File: src/rtl/instr_feeder_if.sv
`default_nettype none
// ============================================================================
//  Module      : instr_feeder_if
//  Description : Bundle of the program-load, control and processor handshake
//                signals of instr_feeder.
//                  wr_en/wr_addr/wr_data : program RAM write port
//                  start/prog_len/stop   : program control
//                  done/imm_req          : processor handshake (to feeder)
//                  din/run               : word and issue pulse (to processor)
//                  pc/busy/prog_done/err : status
//                slave  modport : the feeder itself
//                master modport : the environment around the feeder
//  Revision    : 1.0 - initial release
// ============================================================================
interface instr_feeder_if #(
    parameter int ADDR_W = 6,
    parameter int WORD_W = 9
);
    logic              wr_en;
    logic [ADDR_W-1:0] wr_addr;
    logic [WORD_W-1:0] wr_data;
    logic              start;
    logic [ADDR_W:0]   prog_len;
    logic              stop;
    logic              done;
    logic              imm_req;
    logic [WORD_W-1:0] din;
    logic              run;
    logic [ADDR_W:0]   pc;
    logic              busy;
    logic              prog_done;
    logic              err;

    modport slave (
        input  wr_en, wr_addr, wr_data, start, prog_len, stop, done, imm_req,
        output din, run, pc, busy, prog_done, err
    );

    modport master (
        output wr_en, wr_addr, wr_data, start, prog_len, stop, done, imm_req,
        input  din, run, pc, busy, prog_done, err
    );
endinterface
`default_nettype wire

File: src/rtl/instr_feeder.sv
`default_nettype none
// ============================================================================
//  Module      : instr_feeder
//  Description : Program-side feeder for the processor datapath. Holds a
//                2**ADDR_W word program RAM (loadable while idle), streams
//                instruction and immediate words onto din, pulses run once
//                per instruction and follows the done/imm_req handshake.
//                Reports normal completion (prog_done), graceful stop and
//                timeout (err).
//  Ports       : clk, rst (synchronous, active high)
//                bus : instr_feeder_if.slave (see interface for signal list)
//  Revision    : 1.0 - initial release
// ============================================================================
module instr_feeder #(
    parameter int ADDR_W  = 6,
    parameter int WORD_W  = 9,
    parameter int TIMEOUT = 64
) (
    input  wire logic     clk,
    input  wire logic     rst,
    instr_feeder_if.slave bus
);

    localparam int                 c_tmr_w   = (TIMEOUT > 1) ? $clog2(TIMEOUT) : 1;
    localparam logic [c_tmr_w-1:0] c_tmr_max = c_tmr_w'(TIMEOUT - 1);

    typedef enum logic [2:0] {
        S_IDLE      = 3'd0,
        S_FETCH     = 3'd1,
        S_ISSUE     = 3'd2,
        S_EXEC      = 3'd3,
        S_FETCH_IMM = 3'd4,
        S_FINISH    = 3'd5
    } state_t;

    state_t              r_state,  w_state_nxt;
    logic [ADDR_W:0]     r_pc,     w_pc_nxt;
    logic [ADDR_W:0]     r_len,    w_len_nxt;
    logic [WORD_W-1:0]   r_din,    w_din_nxt;
    logic                r_run,    w_run_nxt;
    logic                r_busy,   w_busy_nxt;
    logic                r_prog_done, w_prog_done_nxt;
    logic                r_err,    w_err_nxt;
    logic [c_tmr_w-1:0]  r_timer,  w_timer_nxt;
    logic                r_imm_served, w_imm_served_nxt;
    logic                r_imm_phase,  w_imm_phase_nxt;
    logic                r_stop_pend,  w_stop_pend_nxt;
    logic                w_stop;
    logic                w_rd_en;

    logic [WORD_W-1:0]   r_mem [2**ADDR_W];
    logic [WORD_W-1:0]   r_rd_q;

    // A stop seen this very cycle counts as pending already.
    assign w_stop = r_stop_pend | bus.stop;

    // Program RAM: writes only while the feeder reports idle; registered read.
    always_ff @(posedge clk) begin
        if (!rst && bus.wr_en && !r_busy) begin
            r_mem[bus.wr_addr] <= bus.wr_data;
        end
        if (w_rd_en) begin
            r_rd_q <= r_mem[r_pc[ADDR_W-1:0]];
        end
    end

    always_comb begin
        w_state_nxt      = r_state;
        w_pc_nxt         = r_pc;
        w_len_nxt        = r_len;
        w_din_nxt        = r_din;
        w_run_nxt        = 1'b0;
        w_prog_done_nxt  = 1'b0;
        w_err_nxt        = r_err;
        w_timer_nxt      = r_timer;
        w_imm_served_nxt = r_imm_served;
        w_imm_phase_nxt  = 1'b0;
        w_stop_pend_nxt  = w_stop;
        w_rd_en          = 1'b0;

        unique case (r_state)
            S_IDLE: begin
                w_stop_pend_nxt = 1'b0;
                if (bus.start) begin
                    w_pc_nxt    = '0;
                    w_len_nxt   = bus.prog_len;
                    w_err_nxt   = 1'b0;
                    w_state_nxt = (bus.prog_len == '0) ? S_FINISH : S_FETCH;
                end
            end
            S_FETCH: begin
                if (w_stop) begin
                    w_state_nxt = S_FINISH;
                end else begin
                    w_rd_en     = 1'b1;
                    w_state_nxt = S_ISSUE;
                end
            end
            S_ISSUE: begin
                if (w_stop) begin
                    w_state_nxt = S_FINISH;
                end else begin
                    w_din_nxt        = r_rd_q;
                    w_run_nxt        = 1'b1;
                    w_pc_nxt         = r_pc + 1'b1;
                    w_timer_nxt      = '0;
                    w_imm_served_nxt = 1'b0;
                    w_state_nxt      = S_EXEC;
                end
            end
            S_EXEC: begin
                if (bus.done) begin
                    w_state_nxt = ((r_pc >= r_len) || w_stop) ? S_FINISH : S_FETCH;
                end else if (bus.imm_req && !r_imm_served) begin
                    w_imm_served_nxt = 1'b1;
                    w_state_nxt      = S_FETCH_IMM;
                end else if (r_timer == c_tmr_max) begin
                    w_err_nxt   = 1'b1;
                    w_state_nxt = S_IDLE;
                end else begin
                    w_timer_nxt = r_timer + 1'b1;
                end
            end
            S_FETCH_IMM: begin
                // First cycle reads the RAM, second presents the word.
                if (!r_imm_phase) begin
                    w_rd_en         = 1'b1;
                    w_imm_phase_nxt = 1'b1;
                end else begin
                    w_din_nxt   = r_rd_q;
                    w_pc_nxt    = r_pc + 1'b1;
                    w_timer_nxt = '0;
                    w_state_nxt = S_EXEC;
                end
            end
            S_FINISH: begin
                w_prog_done_nxt = 1'b1;
                w_state_nxt     = S_IDLE;
            end
            default: begin
                w_state_nxt = S_IDLE;
            end
        endcase

        // busy stays up through the prog_done cycle so the two fall together.
        w_busy_nxt = (w_state_nxt != S_IDLE) || (r_state == S_FINISH);
    end

    always_ff @(posedge clk) begin
        if (rst) begin
            r_state      <= S_IDLE;
            r_pc         <= '0;
            r_len        <= '0;
            r_din        <= '0;
            r_run        <= 1'b0;
            r_busy       <= 1'b0;
            r_prog_done  <= 1'b0;
            r_err        <= 1'b0;
            r_timer      <= '0;
            r_imm_served <= 1'b0;
            r_imm_phase  <= 1'b0;
            r_stop_pend  <= 1'b0;
        end else begin
            r_state      <= w_state_nxt;
            r_pc         <= w_pc_nxt;
            r_len        <= w_len_nxt;
            r_din        <= w_din_nxt;
            r_run        <= w_run_nxt;
            r_busy       <= w_busy_nxt;
            r_prog_done  <= w_prog_done_nxt;
            r_err        <= w_err_nxt;
            r_timer      <= w_timer_nxt;
            r_imm_served <= w_imm_served_nxt;
            r_imm_phase  <= w_imm_phase_nxt;
            r_stop_pend  <= w_stop_pend_nxt;
        end
    end

    assign bus.din       = r_din;
    assign bus.run       = r_run;
    assign bus.pc        = r_pc;
    assign bus.busy      = r_busy;
    assign bus.prog_done = r_prog_done;
    assign bus.err       = r_err;

endmodule
`default_nettype wire

File: src/flat_wrapper.sv
// flat-port wrapper written by rule: the top's interface ports become plain ports
module instr_feeder_flat 
#(
    parameter int ADDR_W  = 6,
    parameter int WORD_W  = 9,
    parameter int TIMEOUT = 64
)
  (clk, rst, bus_wr_en, bus_wr_addr, bus_wr_data, bus_start, bus_prog_len, bus_stop, bus_done, bus_imm_req, bus_din, bus_run, bus_pc, bus_busy, bus_prog_done, bus_err);
  instr_feeder_if #(.ADDR_W(ADDR_W), .WORD_W(WORD_W)) bus_i ();
  input  wire logic clk;
  input  wire logic rst;
  input wire logic [$bits(bus_i.wr_en)-1:0] bus_wr_en;
  input wire logic [$bits(bus_i.wr_addr)-1:0] bus_wr_addr;
  input wire logic [$bits(bus_i.wr_data)-1:0] bus_wr_data;
  input wire logic [$bits(bus_i.start)-1:0] bus_start;
  input wire logic [$bits(bus_i.prog_len)-1:0] bus_prog_len;
  input wire logic [$bits(bus_i.stop)-1:0] bus_stop;
  input wire logic [$bits(bus_i.done)-1:0] bus_done;
  input wire logic [$bits(bus_i.imm_req)-1:0] bus_imm_req;
  output wire logic [$bits(bus_i.din)-1:0] bus_din;
  output wire logic [$bits(bus_i.run)-1:0] bus_run;
  output wire logic [$bits(bus_i.pc)-1:0] bus_pc;
  output wire logic [$bits(bus_i.busy)-1:0] bus_busy;
  output wire logic [$bits(bus_i.prog_done)-1:0] bus_prog_done;
  output wire logic [$bits(bus_i.err)-1:0] bus_err;
  assign bus_i.wr_en = bus_wr_en;
  assign bus_i.wr_addr = bus_wr_addr;
  assign bus_i.wr_data = bus_wr_data;
  assign bus_i.start = bus_start;
  assign bus_i.prog_len = bus_prog_len;
  assign bus_i.stop = bus_stop;
  assign bus_i.done = bus_done;
  assign bus_i.imm_req = bus_imm_req;
  assign bus_din = bus_i.din;
  assign bus_run = bus_i.run;
  assign bus_pc = bus_i.pc;
  assign bus_busy = bus_i.busy;
  assign bus_prog_done = bus_i.prog_done;
  assign bus_err = bus_i.err;
  instr_feeder #(.ADDR_W(ADDR_W), .WORD_W(WORD_W), .TIMEOUT(TIMEOUT)) u_core (.clk(clk), .rst(rst), .bus(bus_i));
endmodule
File: config.mk
export PLATFORM = sky130hd
export DESIGN_NAME = instr_feeder_flat
export DESIGN_NICKNAME = d
export VERILOG_FILES = /design/src/rtl/instr_feeder_if.sv /design/src/rtl/instr_feeder.sv /design/src/flat_wrapper.sv
export SDC_FILE = /design/constraint.sdc
export NUM_CORES = 1
export LEC_CHECK = 0
export BUFFER_PORTS_ARGS = -buffer_cell sky130_fd_sc_hd__buf_2
export CAP_MARGIN = 20
export CORE_MARGIN = 2
export CORE_UTILIZATION = 45
export CTS_CLUSTER_SIZE = 10
export DETAILED_ROUTE_END_ITERATION = 7
export PLACE_DENSITY = 0.62
export SYNTH_ARGS = -nofsm -noshare
export SYNTH_HDL_FRONTEND = slang
export SYNTH_SLANG_ARGS = --single-unit
File: constraint.sdc
create_clock -name clk -period 3.33 [get_ports clk]
set_input_delay 0 -clock clk [delete_from_list [all_inputs] [get_ports clk]]
set_output_delay 0 -clock clk [all_outputs]
set_load 0.005 [all_outputs]
==> qor.log, run 1 <==
INFO  sta            rsz0062_at_grt=false
INFO  worst_setup_path timing.critical_path.to_type=flip-flop
INFO  worst_setup_path worst-setup-path-type=reg -> reg
INFO  placed_design  io_port_bufs=48
INFO  clock_tree     cts_setup_buffers=0
INFO  worst_setup_path start_kind=flip-flop
INFO  yosys          syn-mean-instance-area=19.37squm
INFO  clock_tree     cts_inserted_buffers=73
INFO  global_route   largest_net_degree_at_the_start_of_global_routing=65
INFO  yosys          number_of_synthesized_register_bits=624
INFO  clock_tree     clockRootBuffer=sky130_fd_sc_hd__clkbuf_16
INFO  clock_tree     clock_sink_total=624
INFO  power_and_ir_drop power-per-cell-area=614.0nW/um^2
INFO  drt            vias_after_detailed_routing=12629
INFO  power_and_ir_drop sequentialPowerShare=50.5%
INFO  floorplanning  die_w=236.6um
INFO  placed_design  finalWeightedCongestion=0.7845
INFO  yosys          net_count_synth=1295
INFO  clock_tree     clock_slew_at_reported_path_ffs=60ps
INFO  sta            hold_slack=96.15ps
INFO  yosys          count_of_flip_flops_with_a_built_in_enable_after_synthesis=585
INFO  cells_and_area num_antenna_cells=0
INFO  sta            final_min_period_over_clock_period=82.02%
INFO  yosys          post_synthesis_cell_area=24350squm
INFO  clock_tree     tritoncts=yes
INFO  yosys          sequential_element_share_of_the_synthesized_area=75.35%
INFO  clock_tree     post_cts_hold_buffer_count=30
INFO  yosys          post-synth-top-area-cell=sky130_fd_sc_hd__edfxtp_1
INFO  status         outcome=completed
INFO  yosys          synth-async-reset-ratio=0%
INFO  placed_design  place_hpwl=33.52mm
INFO  floorplanning  std_cell_rows=85
INFO  global_route   globalRoute.totalOverflow=0
INFO  floorplanning  die_area=55980squm
INFO  sta            fin_skew=27.10ps
INFO  floorplanning  die_height=236.6um
INFO  power_and_ir_drop power.internal=13.53mW
INFO  power_and_ir_drop clockPowerShare=40.1%
INFO  cells_and_area final.fill_count=4123
INFO  worst_hold_path hold_class=in -> reg
INFO  yosys          post_synth_num_cell_types=54
INFO  sta            tightest_slew=1087ps
INFO  worst_setup_path path_max_fanout=31
INFO  sta            maxSlewViolCount=0
INFO  drt            drt-total-wl=55.68mm
INFO  global_route   first_pass_grt_wire_length=83.41mm
INFO  yosys          synth_top_area_share=72.15%
INFO  sta            slew-limit-headroom=27.55%
INFO  sta            finalHoldViolCount=0
INFO  drt            drt-pass1-iter-count=5
INFO  yosys          netlist_top_cells_area=sky130_fd_sc_hd__edfxtp_1 72%, sky130_fd_sc_hd__mux4_2 12%, sky130_fd_sc_hd__dfxtp_1 3.2%
INFO  global_route   first_global_vias=12994
INFO  power_and_ir_drop p_switching=3.918mW
INFO  worst_setup_path reg2reg_slack=600ps
INFO  sta            fmax=366.1MHz
INFO  yosys          synthesis.yosys.warnings=0
INFO  drt            post_drt_via_cell_ratio=5.783
INFO  drt            drc=0
INFO  power_and_ir_drop comb_power_share=9.4%
INFO  cells_and_area area.growth.synth_to_final=16.74%
INFO  power_and_ir_drop swShare=22.45%
INFO  yosys          synth_flop_type=sky130_fd_sc_hd__edfxtp_1
INFO  job            cap_viol_max_count=0
INFO  floorplanning  initial_core_utilization=45.33%
INFO  worst_setup_path critPathArrivalTime=3100ps
INFO  cells_and_area nets=1491
INFO  global_route   grt_usage=20.34%
INFO  floorplanning  boundaryPins=49
INFO  drt            routedWlPerCell=25.49um
INFO  drt            1st_iter_drt_viols=1265
INFO  clock_tree     cts_resized=0
INFO  clock_tree     clock_tree.buffer_depth=3
INFO  sta            final_setup_violation_count=0
INFO  cells_and_area fraction_of_layout_cells_with_a_size_suffix_above_1=25.34%
INFO  power_and_ir_drop ir_drop=359.8uV
INFO  clock_tree     h-tree-depth=3
INFO  sta            setup_tns=0ps
INFO  yosys          syn_inst=1257
INFO  global_route   grt_antenna_before_repair=0
INFO  sta            fin_crit_period=2731ps
INFO  worst_setup_path critical_path_required=3700ps
INFO  drt            drt.antenna.violating_nets=0
INFO  floorplanning  core-area=53710squm
INFO  power_and_ir_drop p_leak=9.031nW
INFO  clock_tree     clk-insertion-delay-late=610ps
-- synthesized netlist by cell type (13+ instances only) --
| library cell | n |
|---|---|
| sky130_fd_sc_hd__nand2_1 | 45 |
| sky130_fd_sc_hd__mux2i_1 | 63 |
| sky130_fd_sc_hd__mux4_2 | 129 |
| sky130_fd_sc_hd__nor3_1 | 16 |
| sky130_fd_sc_hd__edfxtp_1 | 585 |
| sky130_fd_sc_hd__a22oi_1 | 15 |
| sky130_fd_sc_hd__buf_2 | 30 |
| sky130_fd_sc_hd__clkbuf_1 | 24 |
| sky130_fd_sc_hd__o22ai_1 | 28 |
| sky130_fd_sc_hd__a21oi_1 | 36 |
| sky130_fd_sc_hd__dfxtp_1 | 39 |
| sky130_fd_sc_hd__nor2_1 | 95 |
| sky130_fd_sc_hd__a211oi_1 | 13 |
-- per-layer routing --
metal	GRT usage, %	vias up	part of all wire [%]
met5	0	-	0
met4	6.483	0	2.1
met3	3.497	76	5.8
met2	31.99	398	48
met1	29.24	6623	44
li1	-	5532	-
-- critical path, cell delays in order, from the launching register on --
cell                      delay (ps)
sky130_fd_sc_hd__dfxtp_4         630
sky130_fd_sc_hd__buf_4           490
sky130_fd_sc_hd__mux4_2          410
sky130_fd_sc_hd__a22oi_1         380
sky130_fd_sc_hd__a21oi_1         200
sky130_fd_sc_hd__a211o_1         310
-- worst paths after layout --
check,end,startpoint,depth (start not counted)
worst max-delay path,u_core.r_rd_q[8],u_core.bus.pc[1],5
worst min-delay path,u_core.r_mem[28][5],bus_wr_data[5],1
worst max register to register,u_core.r_rd_q[8],u_core.bus.pc[1],5
worst min register to register,u_core.r_timer[5],u_core.r_timer[5],2
-- placed cells by master (no fill, tap or decap), types with 3 or more instances in the layout --
cell                            instances
sky130_fd_sc_hd__nor4b_1                4
sky130_fd_sc_hd__inv_1                  9
sky130_fd_sc_hd__nor2_1                94
sky130_fd_sc_hd__clkinv_8               3
sky130_fd_sc_hd__o21ai_0                6
sky130_fd_sc_hd__nand3_1                6
sky130_fd_sc_hd__buf_4                 94
sky130_fd_sc_hd__a21oi_1               36
sky130_fd_sc_hd__and2_1                 3
sky130_fd_sc_hd__o221ai_1              10
sky130_fd_sc_hd__buf_2                 48
sky130_fd_sc_hd__nand2b_1              11
sky130_fd_sc_hd__a22o_1                 3
sky130_fd_sc_hd__a22oi_1               15
sky130_fd_sc_hd__dlygate4sd3_1         35
sky130_fd_sc_hd__mux4_2               129
sky130_fd_sc_hd__dfxtp_1               36
sky130_fd_sc_hd__o22ai_1               28
sky130_fd_sc_hd__ha_1                   9
sky130_fd_sc_hd__nor4_1                 3
sky130_fd_sc_hd__nand3b_1               6
sky130_fd_sc_hd__o2111ai_1              3
sky130_fd_sc_hd__a211oi_1              13
sky130_fd_sc_hd__or3_1                  5
sky130_fd_sc_hd__buf_12                 9
sky130_fd_sc_hd__clkbuf_1              27
sky130_fd_sc_hd__nand2_1               45
sky130_fd_sc_hd__inv_6                  3
sky130_fd_sc_hd__mux2i_1               63
sky130_fd_sc_hd__edfxtp_1             585
sky130_fd_sc_hd__nor2b_1                5
sky130_fd_sc_hd__a211o_1               10
sky130_fd_sc_hd__nor3_1                16
sky130_fd_sc_hd__clkbuf_16             74
sky130_fd_sc_hd__dfxtp_4                3
sky130_fd_sc_hd__xnor2_1                3
sky130_fd_sc_hd__xor2_1                 3
-- kinds of logic (layout without fill, tap and decap cells) --
family / Yosys count / after routing / share of synthesized area, %
flip-flops: 624 / 624 / 75.35
AND/OR/NAND/NOR: 213 / 213 / 4.121
multiplexers: 192 / 192 / 14.52
AO/OA/AOI/OAI: 136 / 136 / 3.767
buffers and inverters: 77 / 308 / 1.557
adder cells (fa/ha/maj): 9 / 9 / 0.4625
XOR/XNOR: 6 / 6 / 0.2159
-- area by class of cell --
class	instances	area [sq um]	area share, %
Clock inverter	9	88.84	0.3125
Tap cell	696	870.8	3.064
Timing Repair Buffer	187	1484	5.221
Sequential cell	624	18360	64.59
Inverter	11	41.29	0.1453
Clock buffer	101	1953	6.871
Multi-Input combinational cell	556	5627	19.80
-- power groups by stage --
stage,combinational [mW],clock [mW],sequential [mW]
2_1_floorplan,1.15,0,8.88
3_3_place_gp,1.56,0,8.97
3_5_place_dp,1.58,0,8.97
4_1_cts,1.64,7.16,8.81
5_1_grt,1.77,7.44,8.82
6_report,1.64,7.00,8.81
-- flip-flops by register name, summed over array words and instances, names as in the netlist --
| name | count |
|---|---|
| u_core.r_imm_served | 1 |
| u_core.r_stop_pend | 1 |
| u_core.r_imm_phase | 1 |
| u_core.r_len | 7 |
| u_core.bus.run | 1 |
| u_core.r_state | 3 |
| u_core.bus.din | 9 |
| u_core.bus.busy | 1 |
| u_core.r_timer | 6 |
| u_core.bus.err | 1 |
| u_core.r_rd_q | 9 |
| u_core.r_mem | 576 |
| u_core.bus.prog_done | 1 |
| u_core.bus.pc | 7 |
-- through the flow --
stage | total power [mW] | cell area (sq um) | worst slack [ps] | std cells | util [%]
after floorplan | 10.03 | 24350 | 872.3 | 1257 | -
after global placement | 10.53 | 25920 | 604.9 | 2033 | 48.27
after detailed placement | 10.56 | 25920 | 592.9 | 2033 | 48.27
after CTS | 17.61 | 28270 | 578.2 | 2173 | 52.63
after global routing | 18.04 | 28420 | 493.2 | 2184 | 52.92
final | 17.45 | 28420 | 598.8 | 2184 | 52.92
No activity file was read; power rests on OpenSTA's default activity.
==> run 2, diff against run 1 <==
ABC_AREA = 1   (was not set)
PLACE_DENSITY = 0.65   (was 0.62)
clock period = 2.5 ns   (was 3.33 ns; I/O delays follow)
==> run 2 against run 1 <==
Cell count up 64%. Worst hold slack worse by 76 ps. Highest routed layer is now met5. Critical endpoint is now u_core.r_len[6]. Via count up 50%. Cell area up 8.7%. Synthesized cell count up 110%. Clock power up 34%.
==> qor.log, run 2 <==
INFO  status         outcome=completed
INFO  clock_tree     clock_slew_at_reported_path_ffs=60ps [about the same]
INFO  global_route   grt_most_used_layer=met2
INFO  power_and_ir_drop p_switching=6.317mW [+61%]
INFO  power_and_ir_drop ir_drop=575.2uV [+60%]
INFO  floorplanning  initial_core_utilization=45.47% [+0.13 points]
INFO  yosys          synthMuxAreaShare=0% [-15 points]
INFO  global_route   globalRoute.totalOverflow=0 [unchanged]
INFO  sta            final_min_period_over_clock_period=96.33% [+14 points]
INFO  yosys          netlist_top_cells_area=sky130_fd_sc_hd__edfxtp_1 66%, sky130_fd_sc_hd__nand2_1 11%, sky130_fd_sc_hd__nand3_1 5.7%
INFO  yosys          synth_flop_type=sky130_fd_sc_hd__edfxtp_1
INFO  power_and_ir_drop power.total=24.39mW [+40%]
INFO  cells_and_area final.fill_count=5047 [+22%]
INFO  cells_and_area top_register=u_core.r_mem
INFO  yosys          net_count_synth=2659 [+110%]
INFO  drt            vias_after_detailed_routing=18966 [+50%]
INFO  cells_and_area most-common-layout-cells=802 x sky130_fd_sc_hd__nand2_1, 585 x sky130_fd_sc_hd__edfxtp_1, 304 x sky130_fd_sc_hd__inv_1
INFO  sta            fin_crit_period=2408ps [-323.0 ps]
INFO  clock_tree     clock_sink_total=624 [unchanged]
INFO  placed_design  dpl_cell_area=28560squm [+10%]
INFO  sta            setup_tns=0ps [unchanged]
INFO  worst_hold_path hold_class=in -> reg
INFO  drt            post_drt_via_cell_ratio=5.289 [-8.5%]
INFO  global_route   first_pass_grt_wire_length=107.5mm [+29%]
INFO  yosys          post_synthesis_cell_area=26780squm [+10%]
INFO  sta            tightest_slew=1067ps [-19.30 ps]
INFO  sta            slew-limit-headroom=28.84% [+1.3 points]
INFO  sta            final_setup_violation_count=0 [unchanged]
INFO  worst_setup_path critPathArrivalTime=2890ps [-210 ps]
INFO  yosys          synthesis.yosys.warnings=0 [unchanged]
INFO  yosys          synth-adder-area-share=0.4204% [-0.042 points]
INFO  power_and_ir_drop sequentialPowerShare=47.7% [-2.8 points]
INFO  cells_and_area final_common_cell=sky130_fd_sc_hd__nand2_1
INFO  cells_and_area post-route-util=52.44% [-0.49 points]
INFO  drt            drt-total-wl=70.15mm [+26%]
INFO  yosys          synth_common_cells=802 x sky130_fd_sc_hd__nand2_1, 585 x sky130_fd_sc_hd__edfxtp_1, 304 x sky130_fd_sc_hd__inv_1, 303 x sky130_fd_sc_hd__nand3_1, 269 x sky130_fd_sc_hd__nor2_1
INFO  worst_setup_path critical_path_required=2980ps [-720 ps]
INFO  sta            maxSlewViolCount=0 [unchanged]
INFO  yosys          synth_top_area_share=65.59% [-6.6 points]
INFO  power_and_ir_drop clockPowerShare=38.4% [-1.7 points]
INFO  yosys          post_synth_num_cell_types=34 [-37%]
INFO  worst_setup_path timing.critical_path.to_type=flip-flop
INFO  drt            drc=0 [unchanged]
INFO  yosys          number_of_synthesized_register_bits=624 [unchanged]
INFO  floorplanning  boundaryPins=49 [unchanged]
INFO  sta            finalHoldViolCount=0 [unchanged]
INFO  cells_and_area nets=2817 [+89%]
INFO  clock_tree     clockRootBuffer=sky130_fd_sc_hd__clkbuf_16
INFO  drt            drt.antenna.violating_nets=0 [unchanged]
INFO  clock_tree     h-tree-depth=3 [unchanged]
INFO  clock_tree     cts_setup_buffers=0 [unchanged]
INFO  yosys          post_synth_xor_area_fraction=0.1635% [-0.052 points]
INFO  placed_design  io_port_bufs=48 [unchanged]
INFO  power_and_ir_drop power.internal=18.07mW [+34%]
INFO  floorplanning  die_height=248.0um [+4.8%]
INFO  yosys          count_of_flip_flops_with_a_built_in_enable_after_synthesis=585 [unchanged]
INFO  job            cap_viol_max_count=0 [unchanged]
INFO  placed_design  place_hpwl=43.61mm [+30%]
INFO  worst_setup_path worst-setup-path-type=reg -> reg
INFO  cells_and_area largest_register_ffs=576 [unchanged]
INFO  cells_and_area area.growth.synth_to_final=15.33%
INFO  yosys          sequential_element_share_of_the_synthesized_area=68.50% [-6.9 points]
INFO  floorplanning  std_cell_rows=89 [+4.7%]
INFO  clock_tree     cts_inserted_buffers=73 [unchanged]
INFO  sta            fmax=415.3MHz [+13%]
INFO  power_and_ir_drop p_leak=12.51nW [+39%]
INFO  cells_and_area post_layout_nonfiller_instances=3586 [+64%]
INFO  global_route   grt_use_met3=4.682% [+1.2 points]
INFO  cells_and_area stdcell_area=30890squm [+8.7%]
INFO  placed_design  placed_cells=3448 [+70%]
INFO  drt            drt-pass1-iter-count=6 [+1]
INFO  global_route   first_global_vias=18618 [+43%]
INFO  power_and_ir_drop comb_power_share=13.9% [+4.5 points]
INFO  worst_setup_path reg2reg_slack=90ps [-510 ps]
INFO  clock_tree     clk-insertion-delay-late=600ps [about the same]
INFO  global_route   grt_antenna_before_repair=3 [+3]
INFO  cells_and_area fraction_of_layout_cells_with_a_size_suffix_above_1=9.925% [-15 points]
INFO  drt            routedWlPerCell=19.56um [-23%]
INFO  global_route   fraction_of_met1_tracks_used_by_global_routing=31.16% [+1.9 points]
INFO  yosys          syn-mean-instance-area=10.22squm [-47%]
INFO  yosys          post-synth-top-count-cell=sky130_fd_sc_hd__nand2_1
INFO  floorplanning  die_w=248.0um [+4.8%]
INFO  global_route   largest_net_degree_at_the_start_of_global_routing=75 [+15%]
INFO  floorplanning  die_area=61490squm [+9.8%]
INFO  global_route   global_route.usage.met2=37.83% [+5.8 points]
INFO  yosys          synth_compound_area_share=2.639% [-1.1 points]
INFO  worst_setup_path path_max_fanout=17 [-45%]
INFO  power_and_ir_drop power-per-cell-area=789.7nW/um^2 [+29%]
INFO  clock_tree     clock_tree.buffer_depth=3 [unchanged]
INFO  yosys          post-synth-top-area-cell=sky130_fd_sc_hd__edfxtp_1
INFO  yosys          syn_inst=2621 [+110%]
INFO  clock_tree     cts_resized=0 [unchanged]
INFO  global_route   grt_usage=23.12% [+2.8 points]
INFO  placed_design  finalWeightedCongestion=0.8831 [+13%]
INFO  power_and_ir_drop swShare=25.90% [+3.4 points]
INFO  sta            fin_skew=20.80ps [-6.296 ps]
INFO  worst_setup_path start_kind=flip-flop
INFO  yosys          synth-simple-area-share=21.51% [+17 points]
INFO  sta            rsz0062_at_grt=false
INFO  yosys          synth_top_family_by_area=simple AND/OR/NAND/NOR gates
INFO  floorplanning  core-area=58910squm [+9.7%]
INFO  drt            1st_iter_drt_viols=1990 [+57%]
INFO  clock_tree     tritoncts=yes
INFO  yosys          synth-async-reset-ratio=0% [unchanged]
==> run 2: metrics by stage <==
| stage | hold slack, ps | worst slack, ps |
|---|---|---|
| after global routing | 15.99 | 4.962 |
| after detailed placement | 308.2 | 252.0 |
| after global placement | 301.4 | 248.2 |
| after floorplan | 98.87 | 332.8 |
| final | 20.12 | 91.81 |
| after CTS | 5.331 | 149.2 |
==> run 2: layout make-up <==
class	instances	area, sq um	share of cell area (%)
Clock buffer	102	1998	6.469
Clock inverter	5	35.03	0.1134
Timing Repair Buffer	206	1724	5.582
Sequential cell	624	18360	59.42
Multi-Input combinational cell	1563	6626	21.45
Tap cell	773	967.2	3.131
Antenna cell	2	5.005	0.01620
Inverter	311	1177	3.812
==> run 2: kinds of logic after synthesis <==
kind of cell	count (synthesis)
adders and majority gates	9
AOI/OAI and AO/OA	140
DFF	624
xor gates and xnor gates	5
and+or+nand+nor	1409
buffers and inverters	434
==> run 2: final timing paths <==
path                       start  cells past startpoint                  end
max            u_core.r_state[0]                      7      u_core.r_len[6]
min               bus_wr_data[8]                      1  u_core.r_mem[22][8]
max reg2reg    u_core.r_state[0]                      7      u_core.r_len[6]
min reg2reg  u_core.r_imm_served                      2  u_core.r_imm_served
==> run 2: power by group through the flow <==
stage / clock network, mW / logic, mW / registers [mW]
after floorplan: 0 / 2.20 / 11.8
after global placement: 0 / 3.27 / 11.8
after detailed placement: 0 / 3.31 / 11.8
after CTS: 9.52 / 3.38 / 11.6
after global routing: 9.93 / 3.77 / 11.6
final: 9.37 / 3.39 / 11.6
==> run 2: routing by layer <==
metal	share of wire [%]	wire [um]
met4	2.6	1845
met5	0.011	8
met3	8.5	5972
met1	42	29220
met2	47	33100
==> run 2: critical path, stage by stage, from the launching register on <==
cell and delay, ps:
sky130_fd_sc_hd__dfxtp_1 350, sky130_fd_sc_hd__nor3_2 280, sky130_fd_sc_hd__nand2_1 110, sky130_fd_sc_hd__buf_4 200
sky130_fd_sc_hd__o21ai_0 180, sky130_fd_sc_hd__dlygate4sd3_1 590, sky130_fd_sc_hd__a21oi_1 40, sky130_fd_sc_hd__dlygate4sd3_1 550
==> run 2: timing repair <==
action,in CTS,in global routing
setup endpoints to repair,0,0
hold buffers,29,0
endpoints found under the hold margin,79,0
